$ cat src/rtl/des_key_schedule.sv
// DES key schedule: emits the 16 round subkeys (forward or reversed) over a valid/ready handshake.
// Optional odd-parity key check is compiled in with `define DES_KEY_SCHEDULE_PARITY_CHK_EN.
module des_key_schedule (
  input  logic        clk,
  input  logic        rst_n,
  input  logic        start,
  input  logic [1:64] key,
  input  logic        decrypt,
  output logic        busy,
  output logic [1:48] subkey,
  output logic [3:0]  round_idx,
  output logic        subkey_valid,
  input  logic        subkey_ready,
  output logic        done,
  output logic        parity_err
);

  typedef enum logic {IDLE = 1'b0, RUN = 1'b1} state_t;

  localparam int PC1 [56] = '{
    57, 49, 41, 33, 25, 17,  9,  1, 58, 50, 42, 34, 26, 18,
    10,  2, 59, 51, 43, 35, 27, 19, 11,  3, 60, 52, 44, 36,
    63, 55, 47, 39, 31, 23, 15,  7, 62, 54, 46, 38, 30, 22,
    14,  6, 61, 53, 45, 37, 29, 21, 13,  5, 28, 20, 12,  4
  };

  localparam int PC2 [48] = '{
    14, 17, 11, 24,  1,  5,  3, 28, 15,  6, 21, 10,
    23, 19, 12,  4, 26,  8, 16,  7, 27, 20, 13,  2,
    41, 52, 31, 37, 47, 55, 30, 40, 51, 45, 33, 48,
    44, 49, 39, 56, 34, 53, 46, 42, 50, 36, 29, 32
  };

  function automatic logic [1:56] pc1(input logic [1:64] k);
    logic [1:56] r;
    for (int i = 0; i < 56; i++) r[i+1] = k[PC1[i]];
    return r;
  endfunction

  function automatic logic [1:48] pc2(input logic [1:56] cd);
    logic [1:48] r;
    for (int i = 0; i < 48; i++) r[i+1] = cd[PC2[i]];
    return r;
  endfunction

  // Shift table entry s[i+1] is 2 except for key indices 1, 2, 9 and 16.
  function automatic logic shift_two(input logic [3:0] i);
    return !(i == 4'd0 || i == 4'd1 || i == 4'd8 || i == 4'd15);
  endfunction

  function automatic logic [1:28] rotl(input logic [1:28] x, input logic two);
    return two ? {x[3:28], x[1:2]} : {x[2:28], x[1]};
  endfunction

  function automatic logic [1:28] rotr(input logic [1:28] x, input logic two);
    return two ? {x[27:28], x[1:26]} : {x[28], x[1:27]};
  endfunction

  state_t      state_q, state_d;
  logic [1:28] c_q, c_d;
  logic [1:28] d_q, d_d;
  logic [3:0]  idx_q, idx_d;
  logic        dec_q, dec_d;
  logic        done_q, done_d;
  logic [1:56] cd_load;
  logic        key_ok;
  logic        accept;
  logic        adv;
  logic        last;

  assign cd_load = pc1(key);
  assign accept  = (state_q == IDLE) && start && key_ok;
  assign adv     = (state_q == RUN) && subkey_ready;
  assign last    = dec_q ? (idx_q == 4'd0) : (idx_q == 4'd15);

`ifdef DES_KEY_SCHEDULE_PARITY_CHK_EN
  logic parity_err_q, parity_err_d;

  function automatic logic parity_ok(input logic [1:64] k);
    logic ok;
    ok = 1'b1;
    for (int b = 0; b < 8; b++) ok = ok & (^k[b*8+1 +: 8]);
    return ok;
  endfunction

  assign key_ok = parity_ok(key);

  always_comb begin
    parity_err_d = parity_err_q;
    if (state_q == IDLE && start) parity_err_d = !key_ok;
  end

  always_ff @(posedge clk or negedge rst_n) begin
    if (!rst_n) parity_err_q <= 1'b0;
    else        parity_err_q <= parity_err_d;
  end

  assign parity_err = parity_err_q;
`else
  assign key_ok     = 1'b1;
  assign parity_err = 1'b0;
`endif

  always_ff @(posedge clk or negedge rst_n) begin
    if (!rst_n) state_q <= IDLE;
    else        state_q <= state_d;
  end

  always_comb begin
    state_d = state_q;
    case (state_q)
      IDLE:    if (accept) state_d = RUN;
      RUN:     if (adv && last) state_d = IDLE;
      default: state_d = IDLE;
    endcase
  end

  always_comb begin
    busy         = (state_q == RUN);
    subkey_valid = (state_q == RUN);
  end

  // Encrypt loads C1/D1 (one left shift applied); decrypt loads C16/D16, which equal C0/D0.
  // The final acceptance does not rotate, so an encrypt run ends back at C0/D0.
  always_comb begin
    c_d    = c_q;
    d_d    = d_q;
    idx_d  = idx_q;
    dec_d  = dec_q;
    done_d = 1'b0;
    if (accept) begin
      dec_d = decrypt;
      if (decrypt) begin
        c_d   = cd_load[1:28];
        d_d   = cd_load[29:56];
        idx_d = 4'd15;
      end else begin
        c_d   = rotl(cd_load[1:28], 1'b0);
        d_d   = rotl(cd_load[29:56], 1'b0);
        idx_d = 4'd0;
      end
    end else if (adv) begin
      if (last) begin
        done_d = 1'b1;
      end else if (dec_q) begin
        c_d   = rotr(c_q, shift_two(idx_q));
        d_d   = rotr(d_q, shift_two(idx_q));
        idx_d = idx_q - 4'd1;
      end else begin
        c_d   = rotl(c_q, shift_two(idx_q + 4'd1));
        d_d   = rotl(d_q, shift_two(idx_q + 4'd1));
        idx_d = idx_q + 4'd1;
      end
    end
  end

  always_ff @(posedge clk or negedge rst_n) begin
    if (!rst_n) begin
      c_q    <= '0;
      d_q    <= '0;
      idx_q  <= '0;
      dec_q  <= 1'b0;
      done_q <= 1'b0;
    end else begin
      c_q    <= c_d;
      d_q    <= d_d;
      idx_q  <= idx_d;
      dec_q  <= dec_d;
      done_q <= done_d;
    end
  end

  assign subkey    = pc2({c_q, d_q});
  assign round_idx = idx_q;
  assign done      = done_q;

endmodule

$ cat config.mk
export PLATFORM = sky130hd
export DESIGN_NAME = des_key_schedule
export DESIGN_NICKNAME = d
export VERILOG_FILES = /design/src/rtl/des_key_schedule.sv
export SDC_FILE = /design/constraint.sdc
export NUM_CORES = 1
export LEC_CHECK = 0
export ABC_AREA = 1
export BUFFER_PORTS_ARGS = -buffer_cell sky130_fd_sc_hd__clkbuf_2
export CORE_MARGIN = 3
export CORE_UTILIZATION = 45
export CTS_CLUSTER_SIZE = 40
export DETAILED_ROUTE_END_ITERATION = 6
export PLACE_DENSITY = 0.68
export SYNTH_ARGS = -nofsm -noshare
export SYNTH_HDL_FRONTEND = slang
export SYNTH_SLANG_ARGS = --single-unit
$ cat constraint.sdc
create_clock -name clk -period 4.5 [get_ports clk]
set_clock_uncertainty 0.2 [all_clocks]
set_input_delay 0.9 -clock clk [delete_from_list [all_inputs] [get_ports clk]]
set_output_delay 0.9 -clock clk [all_outputs]
set_load 0.05 [all_outputs]
==> summary.txt, run 1 <==
Logic synthesis
  • Multiplexer share of the synthesized area: 0%
  • Netlist cell types: 27
  • Synth Flop Type: dfrtp_1
  • Simple-gate share of the synthesized area: 35.6%
  • Main area contributors after synthesis: dfrtp_1, nand2_1, a21oi_1, nand3_1, nor2_1
  • Post-Syn Area: just over 6000 um2
  • Area leader, netlist: dfrtp_1
  • Share of Yosys cell area claimed by the top area cell type: 25.9%
  • Post-Synthesis Cells: ~1000
  • FFs w/ async S/R, synth: 100%
  • Top-count cell post-synth: nand2_1
  • Post-synth EDFFs: 0
  • Commonest cells in the netlist: nand2_1, a21oi_1, nor2_1
  • Ys Warns: 0
  • Post-synthesis sequential area ratio: between 20% and 30%
  • XOR/XNOR Fraction of Synth Area: less than 1%
  • Area share of fa/ha/maj cells after synthesis: under 10%
  • Complex-gate fraction of the synthesized area: around a fifth
  • Synth Area per Inst: a little under 6 um2
  • Post-synthesis net count: 1114
  • Synthesized flop and latch total: 63
  • Largest family of logic cells by synthesized area: simple AND/OR/NAND/NOR gates

Floorplan
  • Die Wd: around 120 um
  • Die footprint: between 10000 and 15000 um2
  • Row Count: 41
  • IO Count: ~130
  • Chip height: 122 um
  • Initial Util: 47.1%
  • Core area: roughly 13000 um2

Clock tree
  • Worst skew pair latency: about 0.33 ns
  • CTS tree: done
  • Clk root buf: clkbuf_16
  • Post-CTS setup buffers: 0
  • Clk sinks: between 60 and 70
  • Htree depth: 3
  • Cts hold-fix bufs: 0
  • Clock transition at the registers of the reported paths: around 0.05 ns
  • Maximum clock insertion buffer count: 2
  • Num CTS Buffers: 9
  • Post-CTS Resized: 0

STA
  • Pins Over Slew Limit: 0
  • WHS: 0.348 ns
  • Final setup vio count: 0
  • Total negative slack: 0 ns
  • Fin. Hold Viols: 0
  • Fin crit share: around 64%
  • Worst Tran Pin Value: around 1.1 ns
  • Crit path time final: a little under 3 ns
  • RSZ-0062 raised after global routing: no
  • Fmax: around 0.35 GHz
  • Slew Limit Headroom: between 20% and 30%

Detailed routing
  • Vias: 6459
  • WL/cell: about 14 um
  • Final ANT Viol Nets: 0
  • Starting DRT DRC Count: between 600 and 700
  • DRC: 0
  • DRT Wirelength: between 15000 and 20000 um
  • Detailed-router iteration count before antenna repair: 5
  • Drt via density: approximately 5.3

Global route
  • Vias in the first global route: a little under 6000
  • Tot GR Track Use: 22.6%
  • Initial antenna violation count: 0
  • GRT overflow: 0
  • Pin count of the biggest net entering global routing: approximately 110
  • Global-route wire length before repair: between 20000 and 30000 um

Power
  • Cell-internal power: 2400 uW
  • Flop pwr share: about a fifth
  • Switching part of the total: between 50 and 60%
  • Leak pwr: roughly 0.0035 uW
  • Psw: roughly 3400 uW
  • Clock power frac: 11.4%
  • Logic pwr share: 68.6%
  • Worst vdd ir: slightly above 400 uV
  • Power per cell area: 896 nW/um2
  • Final Power: slightly below 6000 uW

Worst hold path
  • Hold Path Sink: d_q[10]
  • Hold Path Class: register to register
  • Hold depth: 2
  • Hold_sp: d_q[10]

Placement
  • RePlAce Congestion: between 0.7 and 0.8
  • Post-DP HPWL: between 10000 and 15000 um
  • I/O Buffers: between 100 and 150

Setup path
  • Max FO, Critical Path: about 110
  • CP required: between 4 and 5 ns
  • Critical Path End Type: register
  • R2R Setup Slk: roughly 1.6 ns
  • Setup CP Type: register to register
  • CP startpoint kind: register
  • Reg2Reg Depth: 8
  • Reg2reg end: d_q[4]
  • Reg2reg start: round_idx[0]
  • Worst Path Arrival: roughly 2.9 ns

Run status
  • Outcome: completed

Cells and area
  • Layout area overhead: 6.28%
  • Post-layout nets: 1121
  • Share of layout cells above drive strength 1: between 10% and 20%
  • Ant diodes: 0

Job
  • Max-cap check violation count: 0
cells in the final DEF (no fill, tap or decap), drive strengths merged:
master  instances
a21oi         168
nand4           2
dfrtp          63
nand3         118
xor2            2
clkinv          3
o211ai          3
a31oi           1
clkbuf        129
inv            70
o221ai          1
buf            11
nor2          118
o22ai           1
o21ai          61
nand2         294
conb            1
ha              5
cell families after synthesis:
family,count (synthesis)
xor+xnor,2
compound gates,235
simple gates,532
other cells,1
buf+inv,202
fa+ha+maj,5
flops,63
routing by layer:
metal | vias to the layer above | track usage, % | wire length (um)
li1 | 3333 | - | -
met1 | 2958 | 31.8 | 7900
met2 | 154 | 36.8 | 7650
met3 | 14 | 3.82 | 854
met4 | 0 | 4.76 | 160
met5 | - | 0 | 0
flip-flops by register name, summed over array words and instances, names as in the netlist:
signal	count
d_q	28
done	1
busy	1
round_idx	4
dec_q	1
c_q	28
worst max-delay path: stages (launching register included):
cell and delay [ns]:
dfrtp_1 0.44, inv_1 0.15, ha_1 0.27, nand2_2 0.11, nand3_4 0.77, o21ai_0 0.55
nand2_1 0.12, nand2_1 0.07, a21oi_1 0.06
metrics by stage:
stage | setup WS, ns | area (um2) | util, % | std cells
after global routing | 1.22 | 6480 | 50.1 | 1223
final | 1.61 | 6480 | 50.1 | 1223
after detailed placement | 1.51 | 6200 | 48.0 | 1208
after floorplan | 2.20 | 6090 | - | 1040
after global placement | 1.55 | 6200 | 48.0 | 1208
after CTS | 1.62 | 6480 | 50.1 | 1223
worst max path at each step:
stage / from / end / cells past startpoint
after global routing: round_idx[0] / d_q[4] / 9
final: round_idx[0] / d_q[4] / 8
after global placement: start / d_q[26] / 9
after detailed placement: start / d_q[25] / 9
after floorplan: round_idx[0] / c_q[10] / 12
after CTS: round_idx[0] / d_q[3] / 9
area by class of cell:
cell class | count | area, um2
multi-input combinational | 775 | 3470
timing repair buffer | 125 | 663
sequential | 63 | 1580
tap | 172 | 215
inverter | 73 | 277
clock buffer | 15 | 278
fill | 1430 | 6450
power groups by stage:
stage / logic [uW] / registers, uW / clock network, uW
after floorplan: 3600 / 1140 / 0
after global placement: 3940 / 1170 / 0
after detailed placement: 3970 / 1170 / 0
after CTS: 3990 / 1160 / 668
after global routing: 4520 / 1210 / 698
final: 3980 / 1160 / 660
Note: power is estimated with default switching activity, not from simulation.
==> inputs of run 2 (changes only) <==
==> constraint.sdc (replaced) <==
create_clock -name clk -period 2.7 [get_ports clk]
set_clock_uncertainty 0.2 [all_clocks]
set_input_delay 0.54 -clock clk [delete_from_list [all_inputs] [get_ports clk]]
set_output_delay 0.54 -clock clk [all_outputs]
set_load 0.05 [all_outputs]
==> run 2 against run 1 <==
Against the previous run:
- fmax rose by 24%
- sequential share of layout area decreased by 0.59 points
- via count up 0.56%
- critical path depth rose by 2
- power increased by 69%
- count of clock-buffer cells in the layout is 1 lower
- combinational power is 72% higher
- cell count increased by 0.98%
- highest routed layer is now met5
==> summary.txt, run 2 (synthesized netlist as in run 1, its figures left out) <==
Run status
  • Outcome: completed

Power
  • Worst vdd ir: around 600 uV
  • Leak pwr: about 0.0036 uW
  • Power per cell area: between 1000 and 1500 nW/um2
  • Final Power: approximately 10000 uW

Setup path
  • CP required: 2.77 ns
  • Delay-heaviest family, CP: simple AND/OR/NAND/NOR gates
  • Worst Path Arrival: about 2.4 ns
  • Max FO, Critical Path: 27
  • Setup CP Type: register to register
  • Critical Path Start: round_idx[0]
  • CP cell instances: inv_1 -> ha_1 -> nand2_2 -> nand3_4 -> buf_4 -> a21oi_1 -> o21ai_0 -> nand2_1 -> nand2_1 -> a21oi_1
  • Crit path largest cell delay: around 0.43 ns
  • CP startpoint kind: register
  • CP max stage cell: dfrtp_1
  • Reg2reg start: round_idx[0]
  • WP buf/inv: 2
  • Critical Path End Type: register

Clock tree
  • Clk root buf: clkbuf_16
  • Post-CTS Resized: 0
  • Clk sinks: 63
  • Clock transition at the registers of the reported paths: approximately 0.05 ns
  • Post-CTS setup buffers: 0
  • Htree depth: 3
  • Maximum clock insertion buffer count: 2
  • Num CTS Buffers: 9
  • CTS tree: done
  • Worst skew pair latency: 0.34 ns

Global route
  • Tot GR Track Use: 23.0%
  • Initial antenna violation count: 1
  • Vias in the first global route: 5853
  • GRT overflow: 0
  • Global-route wire length before repair: 28400 um
  • Pin count of the biggest net entering global routing: 113

Detailed routing
  • Vias: ~6500
  • Detailed-router iteration count before antenna repair: 5
  • WL/cell: about 14 um
  • Starting DRT DRC Count: around 590
  • Final ANT Viol Nets: 0
  • Drt via density: between 5 and 6
  • DRT Wirelength: 16700 um
  • DRC: 0

Cells and area
  • Share of layout cells above drive strength 1: between 10% and 20%
  • Post-layout nets: 1133
  • Most common cell after layout, fill and taps aside: nand2_1
  • Layout area overhead: 8.93%
  • Ant diodes: 0
  • Most frequent cells in the layout: nand2_1, a21oi_1, nor2_1
  • Final instance area: roughly 6600 um2
  • Util after Layout: 51.4%

Floorplan
  • Chip height: 122 um
  • IO Count: around 130
  • Core area: between 10000 and 15000 um2
  • Initial Util: 47.1%
  • Die footprint: around 15000 um2
  • Die Wd: 122 um
  • Row Count: 41

Worst hold path
  • Hold_sp: start
  • Hold Path Class: primary input to register

STA
  • Final setup vio count: 0
  • Worst Tran Pin Value: roughly 0.61 ns
  • Crit path time final: 2.33 ns
  • Fin. Hold Viols: 0
  • Slew Limit Headroom: 59.6%
  • Fin crit share: 86.3%
  • Pins Over Slew Limit: 0
  • Fmax: between 0.4 and 0.5 GHz
  • RSZ-0062 raised after global routing: no
  • Total negative slack: 0 ns

Placement
  • RePlAce Congestion: between 0.8 and 0.9
  • Post-DP HPWL: ~11000 um
  • I/O Buffers: around 120
  • DP Area: 6370 um2

Job
  • Max-cap check violation count: 0
==> run 2: metrics by stage <==
step / cells / setup WS, ns / hold WS [ns]
after floorplan: 1040 / 0.403 / 0.0444
after global placement: 1219 / 0.434 / 0.316
after detailed placement: 1219 / 0.413 / 0.317
after CTS: 1235 / 0.395 / 0.228
after global routing: 1235 / 0.0956 / 0.252
final: 1235 / 0.369 / 0.239
==> run 2: worst paths after layout <==
| check | slack, ns | end | cells after the start |
|---|---|---|---|
| worst max register to register | 0.37 | c_q[15] | 10 |
| max in group asynchronous | 1.22 | c_q[21] | 3 |
| worst min register to register | 0.35 | d_q[15] | 2 |
| worst max-delay path | 0.37 | c_q[15] | 10 |
| min in group asynchronous | 0.50 | done | 2 |
| worst min-delay path | 0.24 | busy | 3 |
==> run 2: metal layers <==
layer,vias to the layer above,GRT usage (%),wire length (um),share of wire [%]
met3,18,4.52,862,5.1
met4,2,6.37,209,1.2
met1,2986,31.2,7830,47
met5,-,0,13,0.078
met2,139,37.3,7830,47
li1,3350,-,-,-
==> run 2: cell type report <==
| class | count | area (um2) |
|---|---|---|
| Clock buffer | 14 | 254 |
| Clock inverter | 1 | 5.00 |
| Fill cell | 1396 | 6290 |
| Inverter | 73 | 277 |
| Multi-Input combinational cell | 775 | 3470 |
| Sequential cell | 63 | 1580 |
| Tap cell | 172 | 215 |
| Timing Repair Buffer | 137 | 843 |
==> run 2: worst register-to-register path, delay by kind of cell (launching register included) <==
family	cells	cell delay, ns
adders and majority gates	1	0.26
AOI/OAI and AO/OA	3	0.38
buffers and inverters	2	0.45
DFF	1	0.43
and+or+nand+nor	4	0.55
==> run 2: power by group <==
part           total [uW]  internal [uW]  switching (uW)  leakage [uW]
combinational        6830           2060            4770       0.00279
clock                1050            640             411      0.000127
sequential           1950           1430             522      0.000695
total                9830           4120            5700       0.00361
==> run 2: what timing repair did <==
action | CTS | global route
setup endpoints to repair | 0 | 0
hold endpoints to repair | 14 | 0
hold buffers | 1 | 0
==> inputs of run 3 (changes only) <==
--- a/config.mk
+++ b/config.mk
@@ -5,7 +5,6 @@
 export SDC_FILE = /design/constraint.sdc
 export NUM_CORES = 1
 export LEC_CHECK = 0
-export ABC_AREA = 1
 export BUFFER_PORTS_ARGS = -buffer_cell sky130_fd_sc_hd__clkbuf_2
 export CORE_MARGIN = 3
 export CORE_UTILIZATION = 45
==> run 3 against run 2 <==
Against the previous run:
- sequential power grew 7%
- power is 4.6% lower
- critical path depth is 2 lower
- setup slack got worse by 0.13 ns
- highest routed layer is now met4
==> summary.txt, run 3 <==
Job
  • Max-cap check violation count: 0

Floorplan
  • Initial Util: a little under half
  • IO Count: roughly 130
  • Row Count: 41
  • Die Wd: approximately 120 um
  • Core area: between 10000 and 15000 um2
  • Chip height: approximately 120 um
  • Die footprint: about 15000 um2

Clock tree
  • Post-CTS Resized: 0
  • CTS tree: done
  • Clk sinks: 63
  • Num CTS Buffers: 9
  • Cts hold-fix bufs: 0
  • Post-CTS setup buffers: 0
  • Worst skew pair latency: around 0.33 ns
  • Maximum clock insertion buffer count: 2
  • Htree depth: 3
  • Clock transition at the registers of the reported paths: ~0.05 ns
  • Clk root buf: clkbuf_16

Cells and area
  • Ant diodes: 0
  • Share of layout cells above drive strength 1: a little under a quarter
  • Layout area overhead: 8.49%
  • Post-layout nets: 780
  • Filler Cells Inserted: around 1200
  • Non-filler cells in the finished layout: a little under 900
  • Final instance area: about 6400 um2
  • Most frequent cells in the layout: mux2i_1, clkbuf_2, dfrtp_1

Global route
  • Tot GR Track Use: between 20% and 30%
  • GRT overflow: 0
  • Pin count of the biggest net entering global routing: 115
  • Vias in the first global route: around 5400
  • Global-route wire length before repair: ~27000 um
  • Initial antenna violation count: 0

Power
  • Flop pwr share: between 20% and 30%
  • Power per cell area: between 1000 and 1500 nW/um2
  • Psw: 5110 uW
  • Leak pwr: 0.00282 uW
  • Cell-internal power: roughly 4300 uW
  • Final Power: between 9000 and 10000 uW
  • Logic pwr share: around two thirds
  • Switching part of the total: 54.5%
  • Clock power frac: 11.5%
  • Worst vdd ir: around 610 uV

Detailed routing
  • Drt via density: 6.29
  • WL/cell: about 19 um
  • Starting DRT DRC Count: 525
  • Vias: between 5000 and 6000
  • Final ANT Viol Nets: 0
  • DRT Wirelength: approximately 16000 um
  • DRC: 0
  • Detailed-router iteration count before antenna repair: 5

Logic synthesis
  • Post-synthesis net count: 761
  • FFs w/ async S/R, synth: 100%
  • Post-synth EDFFs: 0
  • Post-synthesis sequential area ratio: between 20% and 30%
  • Synth Flop Type: dfrtp_1
  • Netlist cell types: 38
  • Ys Warns: 0
  • Commonest cells in the netlist: mux2i_1, dfrtp_1, nor2_1
  • Synth Area per Inst: ~8.6 um2
  • Post-Syn Area: 5910 um2
  • Main area contributors after synthesis: dfrtp_1, mux2i_1, a311oi_1, buf_4, and3_1
  • Share of Yosys cell area claimed by the top area cell type: between 20% and 30%
  • Synthesized flop and latch total: 63
  • Post-Synthesis Cells: approximately 690
  • Top-count cell post-synth: mux2i_1
  • Area leader, netlist: dfrtp_1

STA
  • Fmax: around 0.41 GHz
  • Final setup vio count: 0
  • Total negative slack: 0 ns
  • RSZ-0062 raised after global routing: no
  • Slew Limit Headroom: between 10% and 20%
  • Fin crit share: around nine tenths
  • Setup ws final: around 0.24 ns
  • Worst Tran Pin Value: around 1.2 ns
  • Pins Over Slew Limit: 0
  • Crit path time final: 2.46 ns
  • Fin. Hold Viols: 0

Placement
  • Post-DP HPWL: roughly 10000 um
  • Setup WS pre-CTS: between 0.15 and 0.2 ns
  • I/O Buffers: between 100 and 150
  • Dpl cells: a little under 900
  • RePlAce Congestion: about 0.81
  • DP Area: a little over 6000 um2

Setup path
  • CP startpoint kind: register
  • CP cell instances: inv_1 -> ha_1 -> nor2_1 -> a22oi_2 -> buf_4 -> and3_1 -> a311oi_1 -> o22ai_1
  • CP max stage cell: dfrtp_1
  • Critical Path End Type: register
  • Worst Path Arrival: 2.46 ns
  • Max FO, Critical Path: 56
  • Setup CP Type: register to register
  • Crit path largest cell delay: ~0.48 ns
  • CP required: ~2.7 ns

Worst hold path
  • Hold Path Class: primary input to asynchronous set/reset pin

Run status
  • Outcome: completed
[run 3: final timing paths]
| path | slack, ns | startpoint | cells past startpoint | end |
|---|---|---|---|---|
| worst max-delay path | 0.24 | round_idx[0] | 8 | c_q[28] |
| worst min-delay path | 0.01 | rst_n | 1 | d_q[21] |
| worst max register to register | 0.24 | round_idx[0] | 8 | c_q[28] |
| worst min register to register | 0.47 | c_q[22] | 2 | c_q[22] |
| max in group asynchronous | 1.65 | rst_n | 2 | c_q[25] |
| min in group clk | 0.31 | start | 3 | busy |
[run 3: layout make-up]
type	count	area [um2]	share of cell area [%]
multi-input cells	500	3530	55.1
flip-flops and latches	63	1580	24.6
well taps	172	215	3.36
clock inverters	1	5.00	0.0780
inverters	2	7.51	0.117
repair buffers	130	816	12.7
clock buffers	13	260	4.06
[run 3: power groups by stage]
stage | combinational, uW | sequential [uW] | clock, uW
after global routing | 6690 | 2160 | 1140
after global placement | 6040 | 2040 | 0
after floorplan | 5380 | 1940 | 0
after detailed placement | 6180 | 2070 | 0
after CTS | 6190 | 2060 | 1100
final | 6220 | 2080 | 1080
[run 3: worst max-delay path, delay by kind of cell (launching register included)]
family / cells / cell delay, ns
buffers and inverters: 2 / 0.42
and+or+nand+nor: 2 / 0.43
adders and majority gates: 1 / 0.28
AOI/OAI and AO/OA: 3 / 0.50
DFF: 1 / 0.48
[run 3: metal layers]
layer  track usage, %  part of all wire (%)  vias to the layer above
met5                0                     0                        -
met4             6.73                   1.5                        0
met3             5.33                   6.7                       24
met2             35.6                    48                      227
met1             28.9                    44                     2693
li1                 -                     -                     2594
[run 3: cells by family (layout without fill, tap and decap cells)]
logic type | Yosys count | count (layout) | synth area share [%]
AND/OR/NAND/NOR | 139 | 139 | 12.5
XOR/XNOR | 3 | 3 | 0.445
AO/OA/AOI/OAI | 239 | 239 | 26.1
flip-flops | 63 | 63 | 26.7
adder cells (fa/ha/maj) | 5 | 5 | 1.06
other | 1 | 1 | 0.0634
multiplexers | 113 | 113 | 19.1
buffers and inverters | 124 | 146 | 14.0
[run 3: through the flow]
stage | utilization, % | hold slack [ns]
after floorplan | - | 0.0444
after global placement | 48.3 | 0.377
after detailed placement | 48.3 | 0.377
after CTS | 50.4 | 0.0259
after global routing | 50.4 | 0.0386
final | 50.4 | 0.0131
